**src/rtl/alu_acc_sequencer_pkg.sv**
```systemverilog
// alu_acc_sequencer_pkg: op codes, FSM states and ALU select constants shared by the sequencer.
package alu_acc_sequencer_pkg;
   typedef enum logic [2:0] {
      OP_LOAD = 3'd0,
      OP_ADD  = 3'd1,
      OP_SUB  = 3'd2,
      OP_INC  = 3'd3,
      OP_CMP  = 3'd4,
      OP_MUL  = 3'd5
   } op_t;
   typedef enum logic [1:0] {
      S_IDLE = 2'd0,
      S_EXEC = 2'd1,
      S_MUL  = 2'd2
   } state_t;
   localparam logic [1:0] ALU_ADD  = 2'b00;
   localparam logic [1:0] ALU_SUB  = 2'b01;
   localparam logic [1:0] ALU_INC  = 2'b10;
   localparam logic [1:0] ALU_PASS = 2'b11;
   function automatic logic [1:0] op_sel(input logic [2:0] op);
      return op == OP_ADD ? ALU_ADD :
             (op == OP_SUB || op == OP_CMP) ? ALU_SUB :
             op == OP_INC ? ALU_INC : ALU_PASS;
   endfunction
endpackage

```
**src/rtl/alu_acc_sequencer_mul_step.sv**
```systemverilog
// alu_mul_step: shift-add multiply state; the add itself happens in the external ALU.
module alu_mul_step #(
   parameter int WIDTH = 8
) (
   input  logic             clk,
   input  logic             rst_n,
   input  logic             start,
   input  logic             step,
   input  logic [WIDTH-1:0] mplier,
   input  logic [WIDTH-1:0] mcand_in,
   input  logic [WIDTH-1:0] alu_out,
   input  logic             alu_cout,
   output logic [WIDTH-1:0] p_hi,
   output logic [WIDTH-1:0] p_lo,
   output logic [WIDTH-1:0] mcand,
   output logic [WIDTH-1:0] hi_nx,
   output logic [WIDTH-1:0] lo_nx,
   output logic             last
);
   localparam int CW = $clog2(WIDTH);
   logic [CW-1:0] cnt;
   // The ALU carry becomes the top bit so the 9-bit partial sum survives the shift.
   assign hi_nx = {alu_cout, alu_out[WIDTH-1:1]};
   assign lo_nx = {alu_out[0], p_lo[WIDTH-1:1]};
   assign last  = cnt == CW'(WIDTH - 1);
   always_ff @(posedge clk or negedge rst_n) begin
      if (!rst_n) begin
         p_hi  <= '0;
         p_lo  <= '0;
         mcand <= '0;
         cnt   <= '0;
      end else if (start) begin
         p_hi  <= '0;
         p_lo  <= mplier;
         mcand <= mcand_in;
         cnt   <= '0;
      end else if (step) begin
         p_hi <= hi_nx;
         p_lo <= lo_nx;
         cnt  <= cnt + CW'(1);
      end
   end
endmodule

```
**src/rtl/alu_acc_sequencer.sv**
```systemverilog
// alu_acc_sequencer: command sequencer, accumulator and flags wrapped around an external 8-bit ALU.
module alu_acc_sequencer
   import alu_acc_sequencer_pkg::*;
#(
   parameter int WIDTH  = 8,
   parameter bit MUL_EN = 1'b1
) (
   input  logic             clk,
   input  logic             rst_n,
   input  logic             cmd_valid,
   output logic             cmd_ready,
   input  logic [2:0]       cmd_op,
   input  logic [WIDTH-1:0] cmd_data,
   output logic             done,
   output logic [WIDTH-1:0] acc,
   output logic [WIDTH-1:0] res_hi,
   output logic             flag_c,
   output logic             flag_n,
   output logic             flag_v,
   output logic             flag_z,
   output logic [WIDTH-1:0] alu_a,
   output logic [WIDTH-1:0] alu_b,
   output logic [1:0]       alu_s,
   input  logic [WIDTH-1:0] alu_out,
   input  logic             alu_cout,
   input  logic             alu_neg,
   input  logic             alu_ovf
);
   state_t           state, state_nx;
   logic [2:0]       op_q;
   logic [WIDTH-1:0] opnd_q;
   logic [WIDTH-1:0] p_hi, p_lo, mcand, hi_nx, lo_nx;
   logic             accept, is_mul, mul_last, exec_wr, is_load;
   assign cmd_ready = state == S_IDLE;
   assign accept    = cmd_valid & cmd_ready;
   assign is_mul    = MUL_EN && cmd_op == OP_MUL;
   assign is_load   = op_q == OP_LOAD;
   assign exec_wr   = op_q inside {OP_LOAD, OP_ADD, OP_SUB, OP_INC, OP_CMP};
   alu_mul_step #(.WIDTH(WIDTH)) u_mul (
      .clk      (clk),
      .rst_n    (rst_n),
      .start    (accept & is_mul),
      .step     (state == S_MUL),
      .mplier   (cmd_data),
      .mcand_in (acc),
      .alu_out  (alu_out),
      .alu_cout (alu_cout),
      .p_hi     (p_hi),
      .p_lo     (p_lo),
      .mcand    (mcand),
      .hi_nx    (hi_nx),
      .lo_nx    (lo_nx),
      .last     (mul_last)
   );
   always_comb begin
      state_nx = state == S_IDLE ? (accept ? (is_mul ? S_MUL : S_EXEC) : S_IDLE) :
                 (state == S_MUL && !mul_last) ? S_MUL : S_IDLE;
      alu_a = state == S_MUL ? p_hi : (state == S_EXEC && is_load) ? opnd_q : acc;
      alu_b = state == S_MUL ? mcand : state == S_EXEC ? opnd_q : '0;
      alu_s = state == S_MUL ? (p_lo[0] ? ALU_ADD : ALU_PASS) :
              state == S_EXEC ? op_sel(op_q) : ALU_PASS;
   end
   always_ff @(posedge clk or negedge rst_n) begin
      if (!rst_n) begin
         state  <= S_IDLE;
         op_q   <= '0;
         opnd_q <= '0;
         done   <= 1'b0;
         acc    <= '0;
         res_hi <= '0;
         flag_c <= 1'b0;
         flag_n <= 1'b0;
         flag_v <= 1'b0;
         flag_z <= 1'b0;
      end else begin
         state <= state_nx;
         done  <= state == S_EXEC || (state == S_MUL && mul_last);
         if (accept) begin
            op_q   <= cmd_op;
            opnd_q <= cmd_data;
         end
         // Reserved ops fall through EXEC untouched apart from the done pulse.
         if (state == S_EXEC && exec_wr) begin
            flag_c <= is_load ? 1'b0 : alu_cout;
            flag_v <= is_load ? 1'b0 : alu_ovf;
            flag_n <= alu_neg;
            flag_z <= alu_out == '0;
            if (op_q != OP_CMP) acc <= alu_out;
         end
         if (state == S_MUL && mul_last) begin
            acc    <= lo_nx;
            res_hi <= hi_nx;
            flag_c <= |hi_nx;
            flag_v <= |hi_nx;
            flag_n <= lo_nx[WIDTH-1];
            flag_z <= lo_nx == '0;
         end
      end
   end
endmodule
```
**config.mk**
```make
export PLATFORM = sky130hd
export DESIGN_NAME = alu_acc_sequencer
export DESIGN_NICKNAME = d
export VERILOG_FILES = /design/src/rtl/alu_acc_sequencer_pkg.sv /design/src/rtl/alu_acc_sequencer_mul_step.sv /design/src/rtl/alu_acc_sequencer.sv
export SDC_FILE = /design/constraint.sdc
export NUM_CORES = 1
export LEC_CHECK = 0
export ABC_AREA = 1
export BUFFER_PORTS_ARGS = -buffer_cell sky130_fd_sc_hd__buf_2
export CAP_MARGIN = 20
export CELL_PAD_IN_SITES_DETAIL_PLACEMENT = 1
export CELL_PAD_IN_SITES_GLOBAL_PLACEMENT = 2
export CORE_MARGIN = 2
export CORE_UTILIZATION = 29
export CTS_BUF_LIST = sky130_fd_sc_hd__clkbuf_2
export DETAILED_ROUTE_END_ITERATION = 8
export GPL_TIMING_DRIVEN = 0
export MAX_ROUTING_LAYER = met4
export PLACE_DENSITY_LB_ADDON = 0.1
export SKIP_LAST_GASP = 1
export SLEW_MARGIN = 20
export SYNTH_ARGS = -nofsm -noshare
export SYNTH_HDL_FRONTEND = slang
export SYNTH_HIERARCHICAL = 1
export SYNTH_SLANG_ARGS = --single-unit
export TNS_END_PERCENT = 50
```
**constraint.sdc**
```tcl
create_clock -name clk -period 1.64 [get_ports clk]
set_input_delay 0.246 -clock clk [delete_from_list [all_inputs] [get_ports clk]]
set_output_delay 0.246 -clock clk [all_outputs]
set_load 0.03 [all_outputs]
```
**After elaboration in Yosys (flattened, before gate mapping)**

Index checks and enable logic that the tools add are counted.

- Bits in registers: 61
- Output and inout bits: 40
- Bits of input ports: 25

- Bitwise gates (word level): 2
- Add/sub/neg operators: 1
- Reduce and logical (&&, ||, !) cells: 17
- Equal/unequal tests: 9
- Mux-type cells: 33

Operators with widths:

| cell | count |
|---|---|
| 2-to-1 mux 8 bit | 11 |
| 2-to-1 mux 2 bit | 9 |
| zero test 8 bit | 2 |
| 2-to-1 mux 1 bit | 11 |
| == test 3 bit (second input constant) | 3 |
| OR reduction 8 bit | 1 |
| == test 3 x 2 -> 1 bit (second input constant) | 2 |
| 2-to-1 mux 3 bit | 2 |
| nonzero test 2 bit | 3 |
| nonzero test 5 bit | 1 |
| logical AND 1 bit | 4 |
| adder 3 x 1 -> 3 bit (second input constant) | 1 |
| == test 3 x 1 -> 1 bit (second input constant) | 1 |
| zero test 3 bit | 1 |
| inequality test 3 bit (second input constant) | 1 |
| bitwise AND 1 bit | 2 |
| == test 2 x 1 -> 1 bit (second input constant) | 1 |
| == test 2 bit (second input constant) | 1 |
| zero test 2 bit | 1 |
| logical OR 1 bit | 2 |
| AND reduction 2 bit | 1 |
| zero test 1 bit | 1 |

**Longest topological paths before layout**

Gate-level depths: netlist of run 1.

- Word-level depth: 6
- Depth in mapped cells: 9
- Mapped depth without buffers: 9

**By module**

Netlist of run 1, hierarchy kept.

By module, submodules not included:

| module | cells each | instances | area each (sq um) |
|---|---|---|---|
| alu_acc_sequencer | 272 | 1 | 1936.9 |
| alu_mul_step | 143 | 1 | 1297.5 |

**Least setup slack after synthesis of run 1**

OpenSTA, ideal clock, no wires.

- Path type: register -> register
- From: register state[1]
- To: register u_mul.p_lo[1]
- Stages on the path, launching flop included: 10
- Buffers on the path: 3
- Setup slack: -0.413 ns
- Arrival: 1.928 ns
- Clock period less this slack: 2.053 ns
- Cell sequence: dfrtp_1 -> nor2_1 -> nand2_2 -> buf_2 -> nor2_1 -> buf_6 -> inv_2 -> clkbuf_8 -> nand3_1 -> nand3_1

- Longest elaborated chain between the ends: 4
- Elaborated cells between the ends (all ways): 6
- Classes of those cells: 1 x eq/ne; 1 x mux; 2 x bitwise; 2 x reduce/logical

RTL lines:

| what | line | text |
|---|---|---|
| from (decl) | alu_acc_sequencer.sv:29 | `state_t state, state_nx;` |
| from (signal assigned) | alu_acc_sequencer.sv:76 | `state <= state_nx;` |
| zero test 2 bit * | alu_acc_sequencer.sv:34 | `assign cmd_ready = state == S_IDLE;` |
| via cmd_ready | alu_acc_sequencer.sv:11 | `output logic cmd_ready,` |
| bitwise AND 1 bit * | alu_acc_sequencer.sv:35 | `assign accept = cmd_valid & cmd_ready;` |
| bitwise AND 1 bit * | alu_acc_sequencer.sv:42 | `.start (accept & is_mul),` |
| 2-to-1 mux 8 bit / nonzero test 2 bit (equally long branches) | -- |  |
| to (signal assigned) | alu_acc_sequencer_mul_step.sv:34 | `p_lo <= mplier;` |
| to (signal assigned) | alu_acc_sequencer_mul_step.sv:39 | `p_lo <= lo_nx;` |
| to (decl) | alu_acc_sequencer_mul_step.sv:14 | `output logic [WIDTH-1:0] p_lo,` |

Mark *: on every way through the listed nets, which the timed path passes. The rest lies on a longest branch.
A chain may end at the register's enable or synchronous reset.

**Final worst setup path of run 1**

- From: register op_q[1]
- To: output port alu_a[5]

- Longest elaborated chain between the ends: 4

RTL lines:

| what | line | text |
|---|---|---|
| from (decl) | alu_acc_sequencer.sv:30 | `logic [2:0] op_q;` |
| from (signal assigned) | alu_acc_sequencer.sv:79 | `op_q <= cmd_op;` |
| zero test 3 bit | alu_acc_sequencer.sv:37 | `assign is_load = op_q == OP_LOAD;` |
| logical AND 1 bit | alu_acc_sequencer.sv:58 | `alu_a = state == S_MUL ? p_hi : (state == S_EXEC && is_load) ? opnd_q : acc;` |
| 2-to-1 mux 8 bit (2 in series) | alu_acc_sequencer.sv:58 |  |
| to (decl) | alu_acc_sequencer.sv:21 | `output logic [WIDTH-1:0] alu_a,` |

Every way passes these cells.

==> results by stage, run 1 <==
Critical path:
- The critical path startpoint category is a flip-flop.
- The setup path with the least slack is of type reg2out.
- The critical path endpoint category is an output port.
- The required time of the critical path is 1.39 ns.
- The worst register-to-register path begins at state[1]$_DFF_PN0_.
- For this run, the slowest stage of the critical path takes 0.46 ns.
- The data arrival time of the critical path is 1.83 ns.
- The launch point of the critical path is op_q[1]$_DFFE_PN0P_.
- Along the worst path, the maximum fanout reaches 8.
- The critical path's slowest cell is sky130_fd_sc_hd__dfrtp_1.
- Walking the worst path, the cells encountered are inv_2 > nand3_4 > nor2_4 > inv_4 > nand2_1 > nand3_2 > nand2_2 > buf_6.

Die:
- 65 I/O pins were placed.
- The die area is 11830 sq um.
- The floorplan has 38 rows.
- The floorplan step set the die width to 108.7 microns.
- The initial core utilization is 29.48%.
- The floorplan step set the die height to 108.7 microns.
- The core region is 10790 sq um.

Placement:
- The count of buffers from port buffering is 64.
- The wire-length estimate of the detail-placed layout is 7.863 mm.
- The worst setup timing slack at the placement stage is -0.2685 ns.
- At the end of routability-driven placement, the weighted congestion stood at 0.7695.

Drt:
- For this block, the initial DRC count from the detailed router was 93.
- Wires add up to 11.49 mm.
- The final antenna-violating net count is 0.
- The overall via count from detail_route is 3083.
- The pre-antenna-repair detailed-routing pass consisted of 4 iterations.
- The average wire per cell in the routed design is 16.99 microns.
- The total DRC errors in the routed layout is 0.
- The post-detailed-route via-to-cell ratio is 4.561.

Timing:
- For the final database, setup skew stands at 0.02953 ns.
- Setup repair after global routing could not meet its margin everywhere.
- The number of slew-limit violations in the final report was 0.
- The worst path setup slack after routing is -0.4311 ns.
- The minimum clock period after layout is 2.071 ns.
- At the pin with the least slew margin, the transition time is 0.4442 ns.
- Timing would allow up to 482.8 MHz.
- The number of failing hold endpoints at the final stage was 0.
- The final cycle utilization of the critical path is 126.3%.
- The final setup violation count is 45.
- The worst slew margin relative to its limit is 70.38%.

Cells and area:
- The antenna diode instance count is 0.
- The post-route netlist has 41.23% of its cells at a drive strength greater than 1.
- The synthesis-to-finish area growth is 52.85%.
- The final standard cell utilization of the core is 45.06%.
- The post-layout net count is 558.

Power:
- The combinational power share is 46.4%.
- For this design the static power due to leakage is 0.002515 uW.
- The switching power is 2915 uW.
- The internal power consumption is 3800 uW.
- The power after layout is 6715 uW.
- IR analysis of the VDD net gives a maximum drop of 0.6716 mV.
- The net switching share of the total power is 43.41%.
- The share of total power in the clock network is 16.8%.
- Per report_power, the sequential group accounts for 36.8% of the total.
- Power spread over the standard cell area amounts to 1381 nW/um^2.

Yosys:
- The net count after synthesis is 435.
- The number of warnings issued by yosys is 6.
- The synthesized netlist cell count is 408.
- A synthesized cell averages 7.799 sq um.
- The area of the mapped netlist is 3182 sq um.

Global routing:
- The total overflow reported by the global router is 0.
- The global-route usage over all layers is 21.33%.
- The first global-routing pass estimated 18.08 mm of wire.
- The initial antenna violation count is 0.
- The number of global-route vias before repair is 3234.
- Entering global routing, the biggest net connects 33 pins.

Worst hold path:
- The type of the most critical hold path is in2reg.
- The origin of the worst min-delay path is alu_out[5].

Clock tree:
- Counting the buffers created by CTS gives 9.
- CTS saw 61 sinks.
- Clock-pin slew was measured on the worst setup and hold paths at 0.21 ns.
- The root buffer selected by CTS is sky130_fd_sc_hd__clkbuf_2.
- The number of H-tree branching levels is 3.
- TritonCTS built the clock tree.
- For the worst-skew pair, the clock arrives at the later sink with an insertion delay of 0.51 ns.
- The buffer levels on the longest clock path is 2.

Job:
- The number of max-cap violations is 0.

Run status:
- The checks that failed: negative setup slack.
- The run finished, with violations left.
[final cells by class]
cell class | count | area (sq um)
Timing Repair Buffer | 113 | 978.4
Sequential cell | 61 | 1529
Fill cell | 1285 | 5929
Clock inverter | 4 | 72.57
Buffer | 23 | 259.0
Clock buffer | 12 | 60.06
Inverter | 34 | 165.2
Tap cell | 140 | 175.2
Multi-Input combinational cell | 289 | 1624
[cells in the final DEF (no fill, tap or decap), types with 4 or more instances in the layout]
cell type and count:
sky130_fd_sc_hd__a21oi_1 11, sky130_fd_sc_hd__buf_12 7, sky130_fd_sc_hd__buf_2 44, sky130_fd_sc_hd__buf_4 33, sky130_fd_sc_hd__buf_6 25, sky130_fd_sc_hd__buf_8 5
sky130_fd_sc_hd__clkbuf_2 12, sky130_fd_sc_hd__dfrtp_1 59, sky130_fd_sc_hd__dlygate4sd3_1 19, sky130_fd_sc_hd__inv_1 24, sky130_fd_sc_hd__inv_2 4, sky130_fd_sc_hd__nand2_1 142
sky130_fd_sc_hd__nand2_2 28, sky130_fd_sc_hd__nand2_4 9, sky130_fd_sc_hd__nand3_1 19, sky130_fd_sc_hd__nand3_2 18, sky130_fd_sc_hd__nor2_1 22, sky130_fd_sc_hd__o21ai_0 4
sky130_fd_sc_hd__o21ai_1 11, sky130_fd_sc_hd__o21ai_2 7
[timing repair]
item / 4_1_cts / 5_1_grt
gates cloned: 2 / 2
hold buffers: 19 / 0
pin swaps: 24 / 16
endpoints found under the setup margin: 42 / 63
gates resized for setup: 97 / 61
endpoints found under the hold margin: 50 / 0
setup buffers: 20 / 6
[layer usage]
metal,part of all wire [%],track usage (%)
met1,48,28.38
met2,48,33.62
met3,3.0,3.467
met4,1.5,6.227
met5,0,-
[final timing paths]
kind                                                  end  cells after the start  slack [ns]
worst max-delay path                             alu_a[5]                      8       -0.43
worst min-delay path            u_mul/p_hi[4]$_DFFE_PN0P_                      3        0.04
worst max register to register  u_mul/p_lo[1]$_DFFE_PN0P_                     11       -0.06
worst min register to register  u_mul/p_hi[6]$_DFFE_PN0P_                      2        0.50
max in group asynchronous              acc[2]$_DFFE_PN0P_                      3        0.91
min in group asynchronous             op_q[1]$_DFFE_PN0P_                      2        0.18
[per-stage QoR]
| step | instance area, sq um | hold WS, ns | setup TNS, ns | std cells |
|---|---|---|---|---|
| 3_3_place_gp | 3701 | 0.4546 | -1.888 | 612 |
| 3_5_place_dp | 3724 | 0.2236 | -1.827 | 613 |
| 6_report | 4863 | 0.03507 | -6.636 | 676 |
| 2_1_floorplan | 3206 | -0.04959 | -0.2766 | 408 |
| 5_1_grt | 4863 | 0.01046 | -11.03 | 676 |
| 4_1_cts | 4547 | 0.009175 | -7.531 | 669 |
[sequential cells by signal, summed over array words and instances, names as in the netlist]
register	count
u_mul/p_lo	8
op_q	3
u_mul/cnt	3
flag_z	1
opnd_q	8
u_mul/mcand	8
done	1
state	2
flag_c	1
flag_n	1
flag_v	1
res_hi	8
u_mul/p_hi	8
acc	8
[power by group through the flow]
| stage | combinational [uW] | clock [uW] | sequential, uW |
|---|---|---|---|
| after global routing | 3410 | 1230 | 2550 |
| after CTS | 2910 | 1160 | 2430 |
| after detailed placement | 2330 | 0 | 2450 |
| after global placement | 2270 | 0 | 2430 |
| final | 3120 | 1130 | 2470 |
| after floorplan | 1340 | 0 | 2620 |
[worst max-delay path, delay by kind of cell, from the launching register on]
| kind | cells | cell delay (ns) |
|---|---|---|
| and+or+nand+nor | 5 | 0.53 |
| DFF | 1 | 0.46 |
| buffers and inverters | 3 | 0.32 |
(Power assumes the default switching activity.)
==> run 2, diff against run 1 <==
- BUFFER_PORTS_ARGS: -buffer_cell sky130_fd_sc_hd__buf_2 -> -buffer_cell sky130_fd_sc_hd__buf_4
- clock period: 1.64 -> 1.8 ns (I/O delays scaled with it)
==> results by stage, run 2 (synthesis gave the netlist of run 1 again) <==
Die:
- Once the floorplan was initialized, standard cells occupied 29.48% of the core.
- The die is 108.7 microns tall.
- The number of top-level design ports is 65.
- The floorplan has 38 rows.
- The die covers 11830 sq um.
- In this run the standard cell core region covers 10790 sq um.
- In this run the horizontal extent of the chip is 108.7 microns.

Critical path:
- In this run the worst setup path begins at state[1]$_DFF_PN0_.
- The worst setup path is launched from a flip-flop.
- The startpoint of the most critical register-to-register path is state[1]$_DFF_PN0_.
- For the worst setup path, the data arrival time is 1.78 ns.
- The worst setup path category is reg2out.
- The largest fanout on the critical path is 11.
- The required time of the critical path is 1.53 ns.
- The worst setup path is captured at an output port.

Timing:
- The clock arrives with 0.03047 ns of skew.
- The final-layout worst hold slack is 0.04768 ns.
- Setup repair after global routing could not meet its margin everywhere.
- The final setup violation count is 19.
- Counting I/O delays and the setup requirement, the final critical path takes 2.046 ns.
- The maximum clock frequency is 488.7 MHz.
- The setup TNS after final layout is -2.838 ns.
- The number of failing hold endpoints at the final stage was 0.
- The worst path uses 113.7% of the clock period.
- Once routing completed, OpenROAD measured the worst setup slack at -0.2462 ns.
- The slew at the pin closest to its max-slew limit is 0.8135 ns.
- The worst slew margin relative to its limit is 45.76%.
- The number of slew-limit violations in the final report is 0.

Clock tree:
- The root buffer selected by CTS is sky130_fd_sc_hd__clkbuf_2.
- The clock slew at the register clock pins of the worst setup and hold paths is 0.19 ns.
- CTS saw 61 sinks.
- The clock passes through at most 2 buffers.
- The number of buffers created by CTS is 9.
- The clock reaches the later pin of the worst-skew pair after 0.51 ns.
- The CTS tree is yes.
- In this run the number of H-tree levels came out at 3.

Cells and area:
- Of the cells placed in the final design, the portion with a size suffix greater than 1 is 32.07%.
- After routing the design area is 4481 sq um.
- The synthesis-to-finish area growth is 40.82%.
- For this run, the number of standard cells in the final layout without fillers is 667.
- In the layout the commonest cells are sky130_fd_sc_hd__nand2_1, sky130_fd_sc_hd__buf_4, sky130_fd_sc_hd__dfrtp_1.
- The most common cell after layout, fill and taps aside is sky130_fd_sc_hd__nand2_1.
- The antenna diode instance count is 0.
- At the end of the flow, the number of nets in the layout was 550.

Global routing:
- The global-route usage over all layers is 20.28%.
- The wire length of the first global-routing pass is 17.17 mm.
- The initial antenna violation count came to 0.
- The total overflow reported by the global router is 0.
- Entering global routing, the biggest net connects 62 pins.
- The number of global-route vias before repair is 3145.

Placement:
- The post-DP HPWL is 7.642 mm.
- Routability-driven placement finished with a final weighted congestion of 0.8102.
- The number of cells in the design after placement is 612.
- After detailed placement, the total cell area comes to 3845 sq um.
- The count of buffers from port buffering is 64.

Worst hold path:
- The path class of the tightest hold or removal check is in2reg.
- The origin of the worst min-delay path is cmd_valid.

Power:
- The worst-case IR drop observed on VDD is 0.6317 mV.
- The leakage power figure is 0.002332 uW.
- In this run the power density over the cells is 1239 nW/um^2.

Drt:
- The final antenna-violating net count is 0.
- The first-iteration detailed-routing DRC count is 70.
- The first detailed-routing pass took 4 iterations.
- The total DRC errors in the routed layout is 0.
- The final wirelength is 10.77 mm.
- Detailed routing inserted a total of 2998 vias.
- Using the TritonRoute via totals, the vias-per-cell ratio works out to 4.495.
- The average wire per cell in the routed design is 16.15 microns.

Job:
- The number of max-cap violations is 0.

Run status:
- The flow ran to the end, but the final reports show violations.
- The final reports fail on negative setup slack.
## run 2: layout make-up
type                       instances  area, sq um
clock buffer                      12        60.06
buffer                            23        230.2
inverter                          34        145.1
tap                              140        175.2
sequential                        61         1529
timing repair buffer             105        894.6
fill                            1321         6312
clock inverter                     3        13.76
multi-input combinational        289         1433
## run 2: final timing paths
kind                                                   end  slack [ns]  cells past startpoint
worst max-delay path                              alu_s[0]       -0.25                      6
worst min-delay path                   op_q[2]$_DFFE_PN0P_        0.05                      3
worst max register to register   u_mul/p_lo[7]$_DFFE_PN0P_        0.03                     10
worst min register to register  u_mul/mcand[1]$_DFFE_PN0P_        0.49                      2
max in group asynchronous               state[0]$_DFF_PN0_        0.86                      2
min in group asynchronous        u_mul/p_lo[0]$_DFFE_PN0P_        0.37                      2
## run 2: metal layers
| layer | up-vias | wire [microns] | track usage, % |
|---|---|---|---|
| met4 | 0 | 137 | 6.868 |
| met3 | 11 | 302 | 2.510 |
| met5 | - | 0 | - |
| li1 | 1500 | - | - |
| met1 | 1439 | 5162 | 27.24 |
| met2 | 48 | 5170 | 31.79 |
## run 2: repair_timing
item | 4_1_cts | 5_1_grt
setup endpoints to repair | 19 | 49
endpoints found under the hold margin | 81 | 0
setup buffers | 12 | 11
gates resized for setup | 41 | 22
pin swaps | 10 | 6
hold buffers | 18 | 0
## run 2: metrics by stage
step           power (uW)  utilization (%)  worst slack (ns)
2_1_floorplan        3600                -           0.04926
3_3_place_gp         4454            35.62           -0.1069
3_5_place_dp         4512            35.62           -0.1023
4_1_cts              5533            40.30           -0.2879
5_1_grt              5966            41.51           -0.3595
6_report             5553            41.51           -0.2462
## run 2: power by group
group / switching, uW / internal, uW / total, uW
clock network: 509 / 184 / 693
registers: 344 / 1850 / 2190
logic: 1590 / 1080 / 2670
## run 2: worst max-delay path, stage by stage, from the launching register on
cell	delay (ns)
sky130_fd_sc_hd__dfrtp_2	0.47
sky130_fd_sc_hd__buf_4	0.16
sky130_fd_sc_hd__nand2_8	0.08
sky130_fd_sc_hd__inv_8	0.05
sky130_fd_sc_hd__buf_12	0.14
sky130_fd_sc_hd__a32oi_4	0.19
sky130_fd_sc_hd__buf_6	0.17
